File: src/rtl/arp_responder.sv
// ARP responder: watches the Rx byte stream for ARP requests aimed at our IP
// and answers each with a 60-byte reply (no preamble/CRC) on a valid/ready byte port.
module arp_responder #(
   parameter logic [7:0] myIP_1 = 8'd192,
   parameter logic [7:0] myIP_2 = 8'd168,
   parameter logic [7:0] myIP_3 = 8'd3,
   parameter logic [7:0] myIP_4 = 8'd40,
   parameter logic [7:0] myPA_1 = 8'h16,
   parameter logic [7:0] myPA_2 = 8'hFD,
   parameter logic [7:0] myPA_3 = 8'h22,
   parameter logic [7:0] myPA_4 = 8'h04,
   parameter logic [7:0] myPA_5 = 8'hB1,
   parameter logic [7:0] myPA_6 = 8'h61
) (
   input  logic        CLK,
   input  logic        RST,
   input  logic        RxFrame,
   input  logic [7:0]  RxByte,
   input  logic        RxByteValid,
   input  logic        RxFrameEnd,
   input  logic        RxCRC_OK,
   output logic [7:0]  TxByte,
   output logic        TxValid,
   output logic        TxLast,
   input  logic        TxReady,
   output logic        Busy,
   output logic [15:0] ReplyCount,
   output logic [15:0] DropCount
);

   // state | meaning
   // IDLE  | no reply pending; a matching request starts a reply
   // SEND  | streaming reply bytes 0..59; further requests are dropped
   typedef enum logic {IDLE, SEND} state_t;

   localparam logic [47:0] MY_PA = {myPA_1, myPA_2, myPA_3, myPA_4, myPA_5, myPA_6};
   localparam logic [31:0] MY_IP = {myIP_1, myIP_2, myIP_3, myIP_4};

   function automatic logic [7:0] pick6(input logic [47:0] v, input int k);
      return 8'(v >> (8 * (5 - k)));
   endfunction

   function automatic logic [7:0] pick4(input logic [31:0] v, input int k);
      return 8'(v >> (8 * (3 - k)));
   endfunction

   logic [6:0]  rx_index, idx_nxt;
   logic        bcast_ok, bcast_nxt;
   logic        ucast_ok, ucast_nxt;
   logic        hdr_ok, hdr_nxt;
   logic [47:0] sha, sha_nxt;
   logic [31:0] spa, spa_nxt;
   logic        byte_in;
   logic        chk_en;
   logic [7:0]  chk_val;
   logic        accept;

   state_t      state, state_nxt;
   logic [5:0]  tx_index, tx_index_nxt;
   logic [47:0] reply_sha;
   logic [31:0] reply_spa;
   logic [7:0]  tx_byte;
   logic        load, drop, done;

   assign byte_in = RxFrame & RxByteValid;

   always_comb begin
      chk_en  = 1'b1;
      chk_val = 8'h00;
      case (rx_index) inside
         7'd12:         chk_val = 8'h08;
         7'd13:         chk_val = 8'h06;
         7'd14:         chk_val = 8'h00;
         7'd15:         chk_val = 8'h01;
         7'd16:         chk_val = 8'h08;
         7'd17:         chk_val = 8'h00;
         7'd18:         chk_val = 8'h06;
         7'd19:         chk_val = 8'h04;
         7'd20:         chk_val = 8'h00;
         7'd21:         chk_val = 8'h01;
         [7'd38:7'd41]: chk_val = pick4(MY_IP, int'(rx_index) - 38);
         default:       chk_en  = 1'b0;
      endcase
   end

   // Next-cycle view of the Rx tracker so a byte arriving with RxFrameEnd
   // is already counted, checked and captured when the accept is decided.
   always_comb begin
      idx_nxt   = rx_index;
      bcast_nxt = bcast_ok;
      ucast_nxt = ucast_ok;
      hdr_nxt   = hdr_ok;
      sha_nxt   = sha;
      spa_nxt   = spa;
      if (byte_in) begin
         if (rx_index != 7'd127) idx_nxt = rx_index + 7'd1;
         if (rx_index < 7'd6) begin
            bcast_nxt = bcast_ok & (RxByte == 8'hFF);
            ucast_nxt = ucast_ok & (RxByte == pick6(MY_PA, int'(rx_index)));
         end
         if (chk_en && (RxByte != chk_val)) hdr_nxt = 1'b0;
         if (rx_index >= 7'd22 && rx_index <= 7'd27)
            sha_nxt = (sha & ~(48'hFF << (8 * (27 - int'(rx_index)))))
                    | (48'(RxByte) << (8 * (27 - int'(rx_index))));
         if (rx_index >= 7'd28 && rx_index <= 7'd31)
            spa_nxt = (spa & ~(32'hFF << (8 * (31 - int'(rx_index)))))
                    | (32'(RxByte) << (8 * (31 - int'(rx_index))));
      end
   end

   assign accept = RxFrame & RxFrameEnd & RxCRC_OK & hdr_nxt
                 & (bcast_nxt | ucast_nxt) & (idx_nxt >= 7'd64);

   always_ff @(posedge CLK) begin
      if (RST) begin
         rx_index <= 7'd0;
         bcast_ok <= 1'b1;
         ucast_ok <= 1'b1;
         hdr_ok   <= 1'b1;
         sha      <= 48'h0;
         spa      <= 32'h0;
      end else if (!RxFrame) begin
         rx_index <= 7'd0;
         bcast_ok <= 1'b1;
         ucast_ok <= 1'b1;
         hdr_ok   <= 1'b1;
      end else begin
         rx_index <= idx_nxt;
         bcast_ok <= bcast_nxt;
         ucast_ok <= ucast_nxt;
         hdr_ok   <= hdr_nxt;
         sha      <= sha_nxt;
         spa      <= spa_nxt;
      end
   end

   always_comb begin
      tx_byte = 8'h00;
      case (tx_index) inside
         [6'd0:6'd5]:   tx_byte = pick6(reply_sha, int'(tx_index));
         [6'd6:6'd11]:  tx_byte = pick6(MY_PA, int'(tx_index) - 6);
         6'd12:         tx_byte = 8'h08;
         6'd13:         tx_byte = 8'h06;
         6'd14:         tx_byte = 8'h00;
         6'd15:         tx_byte = 8'h01;
         6'd16:         tx_byte = 8'h08;
         6'd17:         tx_byte = 8'h00;
         6'd18:         tx_byte = 8'h06;
         6'd19:         tx_byte = 8'h04;
         6'd20:         tx_byte = 8'h00;
         6'd21:         tx_byte = 8'h02;
         [6'd22:6'd27]: tx_byte = pick6(MY_PA, int'(tx_index) - 22);
         [6'd28:6'd31]: tx_byte = pick4(MY_IP, int'(tx_index) - 28);
         [6'd32:6'd37]: tx_byte = pick6(reply_sha, int'(tx_index) - 32);
         [6'd38:6'd41]: tx_byte = pick4(reply_spa, int'(tx_index) - 38);
         default:       tx_byte = 8'h00;
      endcase
   end

   always_comb begin
      state_nxt    = state;
      tx_index_nxt = tx_index;
      TxByte       = 8'h00;
      TxValid      = 1'b0;
      TxLast       = 1'b0;
      Busy         = 1'b0;
      load         = 1'b0;
      drop         = 1'b0;
      done         = 1'b0;
      case (state)
         IDLE: begin
            if (accept) begin
               state_nxt    = SEND;
               tx_index_nxt = 6'd0;
               load         = 1'b1;
            end
         end
         SEND: begin
            TxByte  = tx_byte;
            TxValid = 1'b1;
            TxLast  = (tx_index == 6'd59);
            Busy    = 1'b1;
            drop    = accept;
            if (TxReady) begin
               if (tx_index == 6'd59) begin
                  state_nxt = IDLE;
                  done      = 1'b1;
               end else begin
                  tx_index_nxt = tx_index + 6'd1;
               end
            end
         end
         default: state_nxt = IDLE;
      endcase
   end

   always_ff @(posedge CLK) begin
      if (RST) begin
         state      <= IDLE;
         tx_index   <= 6'd0;
         reply_sha  <= 48'h0;
         reply_spa  <= 32'h0;
         ReplyCount <= 16'd0;
         DropCount  <= 16'd0;
      end else begin
         state    <= state_nxt;
         tx_index <= tx_index_nxt;
         if (load) begin
            reply_sha <= sha_nxt;
            reply_spa <= spa_nxt;
         end
         if (done) ReplyCount <= ReplyCount + 16'd1;
         if (drop) DropCount  <= DropCount + 16'd1;
      end
   end

endmodule

File: config.mk
export PLATFORM = sky130hd
export DESIGN_NAME = arp_responder
export DESIGN_NICKNAME = d
export VERILOG_FILES = /design/src/rtl/arp_responder.sv
export SDC_FILE = /design/constraint.sdc
export NUM_CORES = 1
export LEC_CHECK = 0
export CORE_MARGIN = 5
export CORE_UTILIZATION = 60
export DETAILED_ROUTE_END_ITERATION = 7
export GPL_TIMING_DRIVEN = 0
export PLACE_DENSITY_LB_ADDON = 0.1
export SETUP_SLACK_MARGIN = 0.3
export SKIP_LAST_GASP = 1
export SLEW_MARGIN = 20
export SYNTH_ARGS = -nofsm -noshare
export SYNTH_HDL_FRONTEND = slang
export SYNTH_SLANG_ARGS = --single-unit
File: constraint.sdc
create_clock -name CLK -period 7.3 [get_ports CLK]
set_clock_uncertainty 0.05 [all_clocks]
set_input_delay 2.19 -clock CLK [delete_from_list [all_inputs] [get_ports CLK]]
set_output_delay 2.19 -clock CLK [all_outputs]
set_load 0.05 [all_outputs]
==> results.json, run 1 <==
{
  "wire_per_inst_um": 19.4,
  "synth_compound_area_frac": 0.154,
  "timing.critical_path.mode_cell": "buf_6",
  "ff2ff_path_depth": 12,
  "insertedDiodeCount": 0,
  "cellPowerDensity_nw_per_um2": 186,
  "synth_sequential_area_ratio": 0.382,
  "cts_tree": "built",
  "synth-edff-count": 0,
  "synthXorXnorAreaFrac": 0.0375,
  "start_util": 0.610,
  "critPathMaxFanout": 10,
  "synth_simple_gate_area_frac": 0.240,
  "worst_setup_hold_path_clk_slew_ps": 60,
  "final_hold_vio_count": 0,
  "synthesized_area_fraction_occupied_by_adder_cells": 0.0320,
  "num-nets-final": 1392,
  "synth.largest_area_cell": "dfxtp_1",
  "utilization_of_the_core_after_routing": 0.703,
  "fin_max_slew_vios": 0,
  "critical_path.endpoint_type": "primary output",
  "floorplan.die_area_sq_um": 21100,
  "fp.dieW_um": 145,
  "timing.critical_path.cells": "buf_6 -> buf_8 -> buf_12 -> clkbuf_8 -> clkinvlp_4 -> ha_4 -> buf_2 -> buf_6 -> inv_2 -> ha_4 -> a21oi_2 -> or4_4 -> a311oi_4 -> o21ai_2 -> o31ai_4 -> and4b_1 -> o21a_1 -> buf_6",
  "core-area_sq_um": 18000,
  "detailed_place_hpwl_um": 21900,
  "post_route_cells_drive_above_1_share": 0.0770,
  "fin_worst_hold_slack_ps": 416,
  "overall_global_routing_resource_usage": 0.278,
  "clock_path_buffers": 3,
  "synthFlopType": "dfxtp_1",
  "synthesis.area_sq_um": 11000,
  "slowest_delay_ps": 440,
  "rows": 49,
  "grt_pass1_vias": 9072,
  "areaGrowthSynthToFinish_pct": 15.3,
  "clock_sink_count": 209,
  "post_drt_via_cell_ratio": 6.05,
  "worst_ir_drop_vdd_uv": 220,
  "setup_slack_ps": 403,
  "syn_inst": 1272,
  "synth_top_cell_area_share": 0.382,
  "ant_nets_after_route": 0,
  "worst_ep_arrival_time_ps": 4660,
  "dr.first_iter.drc_count": 787,
  "final_setup_violations": 0,
  "routabilityCongestion": 0.965,
  "syn-mean-instance-area_sq_um": 8.62,
  "drt_wl_total_um": 30900,
  "netlist-cell-type-count": 82,
  "worstSetupStartpointType": "flip-flop",
  "yosysWarnings": 0,
  "numCtsBuffers": 23,
  "syn_nets": 1315,
  "fraction_of_the_cycle_the_final_worst_path_needs": 0.945,
  "p_total_mw": 2.35,
  "synthTopCellsByArea": "dfxtp_1 (38%), mux2i_1 (9.1%), nor2_1 (5.2%), nor3b_1 (3.8%), a21o_1 (3.6%)",
  "run_status": "completed",
  "static-leakage-power_nw": 4.93,
  "critPathSlowestCell": "or4_4",
  "port_buffers": 50,
  "clkLatencyLatePin_ps": 490,
  "total_number_of_h_tree_levels": 1,
  "cts_root_buffer": "clkbuf_16",
  "rsz0062_at_grt": "no",
  "grt_max_degree": 13,
  "synth.ff_latch_count": 209,
  "critPathRequiredTime_ps": 5060,
  "period_minus_slack_ps": 6900,
  "setup.worst_path.class": "flip-flop to primary output",
  "achievable-frequency_mhz": 145,
  "die_h_um": 145,
  "detail_route.first_pass.iterations": 5,
  "min_delay_path_depth": 2,
  "drt_drc_violations_left": 0,
  "muxShareOfSynthArea": 0.111,
  "design.portCount": 58,
  "worst_slew_pin_slew_ps": 1020,
  "slew-limit-headroom": 0.313,
  "synth_async_sr_flop_share": 0,
  "grt_first_pass_wirelength_um": 49100,
  "drv_cap": 0,
  "worst_hold_class": "flip-flop to flip-flop",
  "antenna_violations_before_repair": 0,
  "vias": 9637,
  "combinational_family_with_the_most_area_after_synthesis": "simple AND/OR/NAND/NOR gates",
  "pre_cts_slack_ps": -1740,
  "overflow": 0
}
-- critical path, delay by kind of cell (launching register included) --
family,cells,cell delay [ps]
simple gates,2,680
fa+ha+maj,2,460
flops,1,370
buf+inv,9,1450
compound gates,5,1200
-- Yosys cell counts, types with 3 or more instances --
cell,number
o31a_1,3
or3_1,10
ha_1,28
mux4_2,9
o32ai_1,3
o21ai_0,63
nor3_1,23
a22oi_1,3
buf_1,16
nor2_1,152
or4_1,4
a31oi_1,8
nor3b_1,55
dfxtp_1,209
nor2b_1,9
a21oi_1,28
o31ai_1,5
a21o_1,52
buf_2,9
o221ai_1,7
xor2_1,22
a32oi_1,3
and3_1,14
nand4_1,11
inv_1,22
nor4_1,6
clkbuf_1,74
o21a_1,4
o22ai_1,12
nand3_1,32
and2_1,7
xnor2_1,25
nand2_1,104
a2111oi_0,3
a41oi_1,4
and4_1,7
nor2_2,7
or2_2,6
a221o_1,3
mux2i_1,100
o32a_1,6
nand2b_1,47
a211oi_1,8
a211o_1,3
-- report_power, final --
group	total (mW)	leakage, nW	switching [mW]	internal, mW
clock	1.13	0.357	0.443	0.686
combinational	0.0800	2.89	0.0574	0.0227
sequential	1.14	1.68	0.00103	1.14
total	2.35	4.93	0.502	1.85
-- layout make-up --
class / count / area (sq um)
clock buffer: 38 / 702
clock inverter: 2 / 37.5
multi-input combinational: 939 / 6380
timing repair buffer: 52 / 493
inverter: 23 / 90.1
tap: 229 / 287
fill: 1531 / 5330
buffer: 101 / 454
sequential: 209 / 4190
-- cell usage in the layout (no fill, tap or decap), drive strengths merged, types with 22 or more instances in the layout --
cell type / synthesis / final
dfxtp: 209 / 209
nand3: 33 / 33
clkdlybuf4s50: 0 / 42
ha: 28 / 28
nor3: 25 / 25
a21o: 52 / 52
o21ai: 65 / 65
buf: 27 / 37
nand2: 104 / 104
a21oi: 28 / 28
nor2: 159 / 159
mux2i: 100 / 100
nor3b: 55 / 55
xor2: 22 / 22
nand2b: 47 / 47
clkbuf: 74 / 112
xnor2: 25 / 25
-- final timing paths --
| path | start | endpoint | slack (ps) |
|---|---|---|---|
| worst max-delay path | tx_index[1] | TxByte[7] | 400 |
| worst min-delay path | bcast_ok | bcast_ok | 420 |
| worst max register to register | rx_index[0] | hdr_ok | 3710 |
| worst min register to register | bcast_ok | bcast_ok | 420 |
-- routing by layer --
metal / vias to the layer above / share of wire / track usage
li1: 4648 / - / -
met1: 4554 / 0.45 / 0.397
met2: 363 / 0.45 / 0.441
met3: 72 / 0.063 / 0.0346
met4: 0 / 0.031 / 0.0891
met5: - / 0 / 0
-- cells by family (layout without fill, tap and decap cells) --
| group | Yosys count | in the layout |
|---|---|---|
| AO/OA/AOI/OAI | 245 | 245 |
| XOR/XNOR | 47 | 47 |
| adder cells (fa/ha/maj) | 28 | 28 |
| buffers and inverters | 124 | 216 |
| flip-flops | 209 | 209 |
| multiplexers | 110 | 110 |
| AND/OR/NAND/NOR | 509 | 509 |
-- metrics by stage --
| step | instances | instance area [sq um] | setup TNS [ps] |
|---|---|---|---|
| after detailed placement | 1551 | 11800 | -12490 |
| after global placement | 1551 | 11800 | -11840 |
| after global routing | 1593 | 12600 | 0 |
| after floorplan | 1272 | 11000 | 0 |
| after CTS | 1592 | 12600 | 0 |
| final | 1593 | 12600 | 0 |
-- flip-flops by register name, indices dropped and copies added, names as in the netlist, named ones only --
signal      cells
ucast_ok        1
ReplyCount     16
hdr_ok          1
bcast_ok        1
reply_sha      48
DropCount      16
reply_spa      32
sha            48
spa            32
state           1
rx_index        4
tx_index        6
-- what timing repair did --
action                     4_1_cts  5_1_grt
buffers inserted                 1        1
resized for setup               70       14
cloned                           0        0
pin swaps                        3        3
setup endpoints to repair        8        8
hold buffers                     0        0
Power figures use the tool's default switching activity.
==> run 2, diff against run 1 <==
DONT_BUFFER_PORTS = 1   (was unset)
==> run 2 against run 1 <==
Effect of this change: non-clock buffer count decreased by 49; worst setup slack improved by 54 ps; critical endpoint is now TxByte[1]; critical path depth unchanged; wire length increased by 1.1%; via count decreased by 1.4%; die area unchanged; fmax increased by 0.79%; power increased by 4.7%; first-iteration DRC count increased by 12%; worst hold slack got worse by 3.2 ps; global-route usage increased by 0.45 points.
==> results.json, run 2 (synthesis gave the netlist of run 1 again) <==
{
  "run_status": "completed",
  "worst_setup_hold_path_clk_slew_ps": 60,
  "timing.critical_path.cells": "buf_6 -> buf_12 -> buf_12 -> buf_6 -> clkinvlp_4 -> ha_4 -> buf_2 -> buf_6 -> inv_2 -> ha_4 -> a21oi_2 -> or4_1 -> a311oi_2 -> buf_4 -> o21ai_2 -> nand2b_4 -> a2111o_1 -> nand2_4",
  "cts_tree": "built",
  "setup.worst_path.class": "flip-flop to primary output",
  "multi_input_logic_area_sq_um": 6420,
  "die_h_um": 145,
  "timing.critical_path.buf_inv": 9,
  "detail_route.first_pass.iterations": 5,
  "areaGrowthSynthToFinish_pct": 12.0,
  "layout.filler_cells": 1484,
  "core-area_sq_um": 18000,
  "static-leakage-power_nw": 4.81,
  "routabilityCongestion": 0.965,
  "critPathMaxFanout": 10,
  "critPathRequiredTime_ps": 5060,
  "overall_global_routing_resource_usage": 0.283,
  "worstSetupStartpointType": "flip-flop",
  "numCtsBuffers": 24,
  "grt_pass1_vias": 9007,
  "cts_root_buffer": "clkbuf_16",
  "mostFrequentLayoutCell": "dfxtp_1",
  "dr.first_iter.drc_count": 883,
  "use_met1": 0.391,
  "dpl-instance-area_sq_um": 11300,
  "rows": 49,
  "critPathSlowestCell": "a2111o_1",
  "grt_first_pass_wirelength_um": 49700,
  "worst_ir_drop_vdd_uv": 238,
  "ant_nets_after_route": 0,
  "setup_slack_ps": 457,
  "achievable-frequency_mhz": 146,
  "rsz0062_at_grt": "no",
  "timing.critical_path.mode_cell": "buf_6",
  "port_buffers": 0,
  "final_hold_vio_count": 0,
  "overflow": 0,
  "clock_path_buffers": 3,
  "drt_drc_violations_left": 0,
  "critical_path.endpoint_type": "primary output",
  "grt_max_degree": 14,
  "cellPowerDensity_nw_per_um2": 201,
  "num-nets-final": 1344,
  "sequential_cell_area_sq_um": 4190,
  "start_util": 0.610,
  "pre_cts_slack_ps": -1190,
  "design.portCount": 58,
  "busiest_layer": "met2",
  "slowest_delay_ps": 450,
  "floorplan.die_area_sq_um": 21100,
  "detailed_place_hpwl_um": 21800,
  "fraction_of_the_cycle_the_final_worst_path_needs": 0.937,
  "period_minus_slack_ps": 6840,
  "worst_slew_pin_slew_ps": 1060,
  "post_drt_via_cell_ratio": 6.15,
  "utilization_of_the_core_after_routing": 0.683,
  "vias": 9499,
  "fin_max_slew_vios": 0,
  "worst_hold_class": "flip-flop to flip-flop",
  "total_number_of_h_tree_levels": 1,
  "largestRegisters": "reply_sha x48, sha x48",
  "final_setup_violations": 0,
  "p_total_mw": 2.46,
  "mostFrequentLayoutCells": "dfxtp_1 (208), nor2_1 (152), nand2_1 (103)",
  "drv_cap": 0,
  "post-route-cell-area_sq_um": 12300,
  "setup_tns_ps": 0,
  "slew-limit-headroom": 0.288,
  "drt_wl_total_um": 31300,
  "worst_ep_arrival_time_ps": 4600,
  "clock_sink_count": 209,
  "fp.dieW_um": 145,
  "insertedDiodeCount": 0,
  "grt_use_met2": 0.462,
  "antenna_violations_before_repair": 0,
  "use_met3": 0.0415,
  "wire_per_inst_um": 20.3,
  "crit_family": "buffers and inverters",
  "clkLatencyLatePin_ps": 510,
  "post_route_cells_drive_above_1_share": 0.0852
}
run 2: cell count changes in the layout (fill, tap and decap cells not counted), moves of 2 or more:
cell             delta
buf_2               -5
clkbuf_8            -5
a21oi_4             +2
clkinv_2            +3
clkbuf_1            -5
bufinv_16           +2
clkdlybuf4s50_1    -42
clkbuf_16           +2
run 2: per-layer routing:
| layer | wire length (um) | vias up | part of all wire |
|---|---|---|---|
| met5 | 0 | - | 0 |
| met4 | 978 | 0 | 0.031 |
| met3 | 2160 | 74 | 0.069 |
| met2 | 14400 | 380 | 0.46 |
| met1 | 13700 | 4483 | 0.44 |
| li1 | - | 4562 | - |
run 2: per-stage QoR:
stage | hold slack, ps | cells
2_1_floorplan | 386 | 1272
6_report | 413 | 1544
3_3_place_gp | 402 | 1501
4_1_cts | 415 | 1542
5_1_grt | 439 | 1544
3_5_place_dp | 408 | 1501
run 2: report_power, final:
part,switching [mW],internal [mW]
sequential,0.00102,1.14
combinational,0.0559,0.0195
clock,0.484,0.761
total,0.541,1.92
run 2: worst paths after layout:
check / end / startpoint / slack, ps / depth (start not counted)
setup / recovery: TxByte[1] / tx_index[1] / 460 / 18
hold / removal: ucast_ok / ucast_ok / 410 / 2
setup reg to reg: hdr_ok / rx_index[0] / 3650 / 12
hold reg to reg: ucast_ok / ucast_ok / 410 / 2
run 2: final cells by class:
type / count / area share
buffer: 101 / 0.0372
clock buffer: 31 / 0.0552
clock inverter: 9 / 0.0109
inverter: 23 / 0.00734
multi-input combinational: 939 / 0.523
sequential: 209 / 0.341
tap: 229 / 0.0233
timing repair buffer: 3 / 0.00183
run 2: worst min-delay path: stages, from the launching register on:
cell	delay, ps
dfxtp_1	310
o21ai_0	70
nand2_1	40
run 2: what timing repair did:
action | in CTS | in global routing
pin swaps | 5 | 2
setup buffers | 1 | 2
resized for setup | 39 | 12
setup endpoints to repair | 8 | 8
hold buffers | 0 | 0
==> run 3, diff against run 2 <==
SLEW_MARGIN = unset   (was 20)
==> run 3 against run 2 <==
Effect of this change: critical endpoint is now TxByte[7]; design area fell by 0.46%; critical path type unchanged; via count barely moved; cell count rose by 0.19%; largest power group unchanged; die area did not move; critical path depth fell by 7; worst hold slack barely moved; wire length fell by 0.38%.
==> results.json, run 3 (synthesis gave the netlist of run 1 again) <==
{
  "worst_ep_arrival_time_ps": 4630,
  "worst_r2r_startpoint": "rx_index[0]",
  "total_number_of_h_tree_levels": 1,
  "achievable-frequency_mhz": 146,
  "post_drt_via_cell_ratio": 6.14,
  "static-leakage-power_nw": 4.78,
  "floorplan.die_area_sq_um": 21100,
  "drt_drc_violations_left": 0,
  "setup_tns_ps": 0,
  "worstSetupStartpointType": "flip-flop",
  "grt_pass1_vias": 9063,
  "clock_sink_count": 209,
  "critPathRequiredTime_ps": 5060,
  "pre_cts_slack_ps": -1170,
  "ff2ff_path_depth": 12,
  "overall_global_routing_resource_usage": 0.280,
  "slew-limit-headroom": 0.183,
  "cts_tree": "built",
  "dpl-instance-area_sq_um": 11300,
  "sequential_cell_area_sq_um": 4190,
  "dr.first_iter.drc_count": 890,
  "worst_slew_pin_slew_ps": 1210,
  "mostFrequentLayoutCells": "dfxtp_1 (208), nor2_1 (152), nand2_1 (103)",
  "cts_root_buffer": "clkbuf_16",
  "insertedDiodeCount": 0,
  "antenna_violations_before_repair": 0,
  "r2r_setup_slack_ps": 3680,
  "grt_max_degree": 13,
  "start_util": 0.610,
  "critPathMaxFanout": 10,
  "core-area_sq_um": 18000,
  "overflow": 0,
  "placedCellCount": 1501,
  "p_total_mw": 2.39,
  "drv_cap": 0,
  "design.portCount": 58,
  "clkLatencyLatePin_ps": 510,
  "worst_ir_drop_vdd_uv": 208,
  "period_minus_slack_ps": 6870,
  "fin_max_slew_vios": 0,
  "ant_nets_after_route": 0,
  "worst_hold_class": "flip-flop to flip-flop",
  "utilization_of_the_core_after_routing": 0.680,
  "num-nets-final": 1344,
  "post-route-cell-area_sq_um": 12200,
  "vias": 9492,
  "numCtsBuffers": 24,
  "die_h_um": 145,
  "routabilityCongestion": 0.965,
  "setup_slack_ps": 435,
  "clock_path_buffers": 3,
  "final_setup_violations": 0,
  "crit_end": "TxByte[7]",
  "cellPowerDensity_nw_per_um2": 196,
  "port_buffers": 0,
  "run_status": "completed",
  "fin_cells": 1547,
  "detail_route.first_pass.iterations": 5,
  "areaGrowthSynthToFinish_pct": 11.5,
  "mostFrequentLayoutCell": "dfxtp_1",
  "grt_first_pass_wirelength_um": 49100,
  "wire_per_inst_um": 20.1,
  "rows": 49,
  "drt_wl_total_um": 31200,
  "worst_r2r_end": "hdr_ok",
  "worst_setup_hold_path_clk_slew_ps": 60,
  "worst_setup_path_startpoint": "tx_index[0]",
  "setup.worst_path.class": "flip-flop to primary output",
  "multi_input_logic_area_sq_um": 6410,
  "post_route_cells_drive_above_1_share": 0.0827,
  "layout.filler_cells": 1523,
  "detailed_place_hpwl_um": 21700,
  "min_delay_path_depth": 2,
  "fraction_of_the_cycle_the_final_worst_path_needs": 0.940,
  "fp.dieW_um": 145,
  "critical_path.endpoint_type": "primary output",
  "largestRegisters": "reply_sha x48, sha x48",
  "fin_worst_hold_slack_ps": 413,
  "final_hold_vio_count": 0,
  "rsz0062_at_grt": "no"
}
==> run 3: worst min-delay path by stage <==
stage | endpoint | startpoint | slack [ps]
finish | ucast_ok | ucast_ok | 410
global route | reply_spa[2] | reply_spa[2] | 450
CTS | bcast_ok | bcast_ok | 420
detailed placement | bcast_ok | bcast_ok | 410
global placement | ucast_ok | ucast_ok | 400
floorplan | bcast_ok | bcast_ok | 390
==> run 3: power breakdown <==
part | switching [mW] | leakage (nW) | internal [mW] | total, mW
clock network | 0.474 | 0.386 | 0.698 | 1.17
logic | 0.0560 | 2.71 | 0.0195 | 0.0754
registers | 0.000994 | 1.68 | 1.14 | 1.14
total | 0.531 | 4.78 | 1.86 | 2.39
==> run 3: layout make-up <==
cell class                 instances  area share
buffer                           101      0.0367
clock buffer                      38      0.0609
clock inverter                     5     0.00266
inverter                          23     0.00737
multi-input combinational        939       0.525
sequential                       209       0.342
tap                              229      0.0234
timing repair buffer               3     0.00184
==> run 3: what timing repair did <==
item | CTS | global route
buffers inserted | 0 | 3
resized for setup | 38 | 9
endpoints found under the setup margin | 8 | 8
hold buffers | 0 | 0
pin swaps | 5 | 7
==> run 3: layer usage <==
metal  vias up  global-route usage  part of all wire
li1       4555                   -                 -
met1      4463               0.380              0.44
met2       391               0.448              0.45
met3        83              0.0511             0.077
met4         0               0.100             0.040
met5         -                   0                 0
==> run 3: critical path, stage by stage (launching register included) <==
cell and delay, ps:
dfxtp_1 360, clkbuf_1 520, buf_2 400, clkinv_1 330, ha_1 330, clkbuf_1 230
or3b_2 540, o2111ai_1 290, nor2_1 100, a2111oi_0 430, and4b_1 280, o21a_4 290
==> edit: new RTL, flow settings as in run 2 <==
`myPA_3`: 8'h22 -> 8'h19.
--- a/src/rtl/arp_responder.sv
+++ b/src/rtl/arp_responder.sv
@@ -9,3 +9,3 @@
    parameter logic [7:0] myPA_2 = 8'hFD,
-   parameter logic [7:0] myPA_3 = 8'h22,
+   parameter logic [7:0] myPA_3 = 8'h19,
    parameter logic [7:0] myPA_4 = 8'h04,
Function: no difference found for any inputs over 4 cycles, from zero or initial values and one cycle with RST high; that may be too few to reach the edited logic, so the function may still have changed.
==> edit against run 2 <==
First-iteration DRC count grew 5.1%. Total power decreased by 4.2%. Sequential cell count unchanged. Area after synthesis is 0.42% lower. Register-to-register slack got worse by 0.65 ns. Final area shrank 1.3%. Setup slack got worse by 0.0015 ns. Critical path depth is 2 lower. Wire length down 0.19%. Core utilization shrank 0.86 points.
==> edit: results (changes against run 2) <==
Number of antenna violations at the first check in global routing -> 0 (unchanged)
Vias in the first global route -> 8781 (-2.5%)
Biggest regs -> reply_sha: 48 flops, sha: 48 flops
Post-detail-place hpwl -> 22.2 mm (+2.0%)
Hold_sp -> bcast_ok
Fin nets -> 1341 (-0.22%)
Worst Max-Slew Pin Slew -> 1.10 ns (+0.0345 ns)
R2R depth -> 13 (+1)
Multi-input logic cell count -> 937 (-0.21%)
Status -> finished, final reports clean
Fraction of area in registers -> 34.5% (+0.46 points)
Gr usage total -> 29.4% (+1.1 points)
Fillers -> 1480 (-0.27%)
Synthesized area -> 10900 um^2 (-0.42%)
CTS Buf Count -> 23 (-4.2%)
Post-Route WL -> 31.2 mm (-0.19%)
DR pass1 iterations -> 6 (+1)
Worst-path maximum fanout -> 10 (unchanged)
DR iter-0 viols -> 928 (+5.1%)
Share of cells above drive strength 1 -> 8.97% (+0.46 points)
CTS clk-pin slew, worst paths -> 0.06 ns (about the same)
Worst r2r dst -> hdr_ok
Signal buf overhead -> 3.55% (-0.35 points)
Ys async rst share -> 0% (unchanged)
Top cells by area, synth -> dfxtp_1 (38%), mux2i_1 (9.3%), nor2_1 (6.2%)
CP peak stage delay -> 0.46 ns
Critical path's slowest cell -> or4_4
WHS Path Cells -> 1 (-1)
Hold WC Path Type -> flop to flop
Leakage power -> 0.00438 uW (-8.9%)
Critical path's top delay family -> buffers and inverters
Root buf cell -> clkbuf_16
First-pass GRT wire length -> 48.7 mm (-1.9%)
Clkbuf count -> 27 (-13%)
Clock-cell share -> 6.16% (-0.45 points)
Inverters -> 28 (+22%)
Multi-input logic portion of the cell area -> 52.5% (+0.15 points)
Hold EP -> bcast_ok
DR vias/cell -> 6.13 (-0.42%)
Seq/Total Area, Yosys -> 38.3% (+0.16 points)
Worst skew pair latency -> 0.52 ns
R2R Setup Slk -> 3.00 ns (-0.65 ns)
Worst VDD drop -> 0.000249 V (+4.5%)
Top cells by count, synth -> dfxtp_1 (209), nor2_1 (181), mux2i_1 (101)
Netlist cell types -> 75 (-8.5%)
GPL Wtd Cong -> 0.965 (about the same)
Area Overhead vs Synth -> 11.0%
Bufs w/o clock -> 99 (-4.8%)
Switching Fraction -> 22.6% (+0.63 points)
Seq Cell Count -> 209 (unchanged)
Largest net degree at the start of global routing -> 15 (+1)
Worst r2r src -> rx_index[1]
Max Cap Violations -> 0 (unchanged)
==> edit: changes by cell type in the layout (fill, tap and decap cells not counted), sizes merged, moves of 11 or more <==
cell | run 2 | this run
a21o | 52 | 21
nor3b | 55 | 20
a211oi | 8 | 37
nand4 | 11 | 22
nor2 | 159 | 187
==> edit: metal layers <==
| layer | up-vias | global-route usage [%] | wire [um] |
|---|---|---|---|
| li1 | 4537 | - | - |
| met1 | 4479 | 42.3 | 14000 |
| met2 | 382 | 45.5 | 13700 |
| met3 | 61 | 4.60 | 2420 |
| met4 | 0 | 9.43 | 1120 |
| met5 | - | 0 | 0 |
==> edit: how the worst max path moves through the flow <==
stage,to,cells past startpoint,slack [ns],startpoint
final,TxByte[5],16,0.46,tx_index[1]
after CTS,TxByte[5],16,0.31,tx_index[1]
after detailed placement,TxByte[4],17,-1.01,tx_index[1]
after global routing,TxByte[1],17,0.30,tx_index[1]
after floorplan,TxByte[5],16,0.38,tx_index[1]
after global placement,TxByte[4],17,-0.96,tx_index[1]
==> edit: logic make-up (layout without fill, tap and decap cells) <==
family                     Yosys count  in the layout  synth area share (%)
adders and majority gates           29             29                  3.30
buffers and inverters              125            169                  4.47
DFF                                209            209                  38.3
muxes                              110            110                  11.0
and+or+nand+nor                    498            498                  23.0
xor gates and xnor gates            48             48                  3.98
AOI/OAI and AO/OA                  252            252                  15.9
==> edit: what timing repair did <==
action | 4_1_cts | 5_1_grt
buffers inserted | 0 | 2
pin swaps | 3 | 2
endpoints found under the hold margin | 0 | 0
endpoints found under the setup margin | 8 | 8
resized for setup | 23 | 8
==> edit: metrics by stage <==
step | power (uW) | instances | setup WS, ns | hold WS, ns | util (%)
4_1_cts | 2370 | 1542 | 0.314 | 0.407 | 67.3
3_3_place_gp | 1240 | 1500 | -0.956 | 0.384 | 62.6
6_report | 2360 | 1544 | 0.455 | 0.408 | 67.5
2_1_floorplan | 1210 | 1271 | 0.379 | 0.377 | -
5_1_grt | 2430 | 1544 | 0.302 | 0.445 | 67.5
3_5_place_dp | 1240 | 1500 | -1.01 | 0.395 | 62.6
==> edit: power groups by stage <==
| stage | Combinational, uW | Sequential, uW | Clock, uW |
|---|---|---|---|
| after global routing | 79.2 | 1140 | 1210 |
| after detailed placement | 72.3 | 1170 | 0 |
| after floorplan | 47.5 | 1170 | 0 |
| after global placement | 71.9 | 1170 | 0 |
| after CTS | 72.5 | 1140 | 1160 |
| final | 73.9 | 1140 | 1150 |
==> edit: worst register-to-register path: cells and delay by family, from the launching register on <==
family	cells	cell delay, ns
AO/OA/AOI/OAI	7	1.75
adder cells (fa/ha/maj)	2	0.68
buffers and inverters	4	1.29
flip-flops	1	0.46
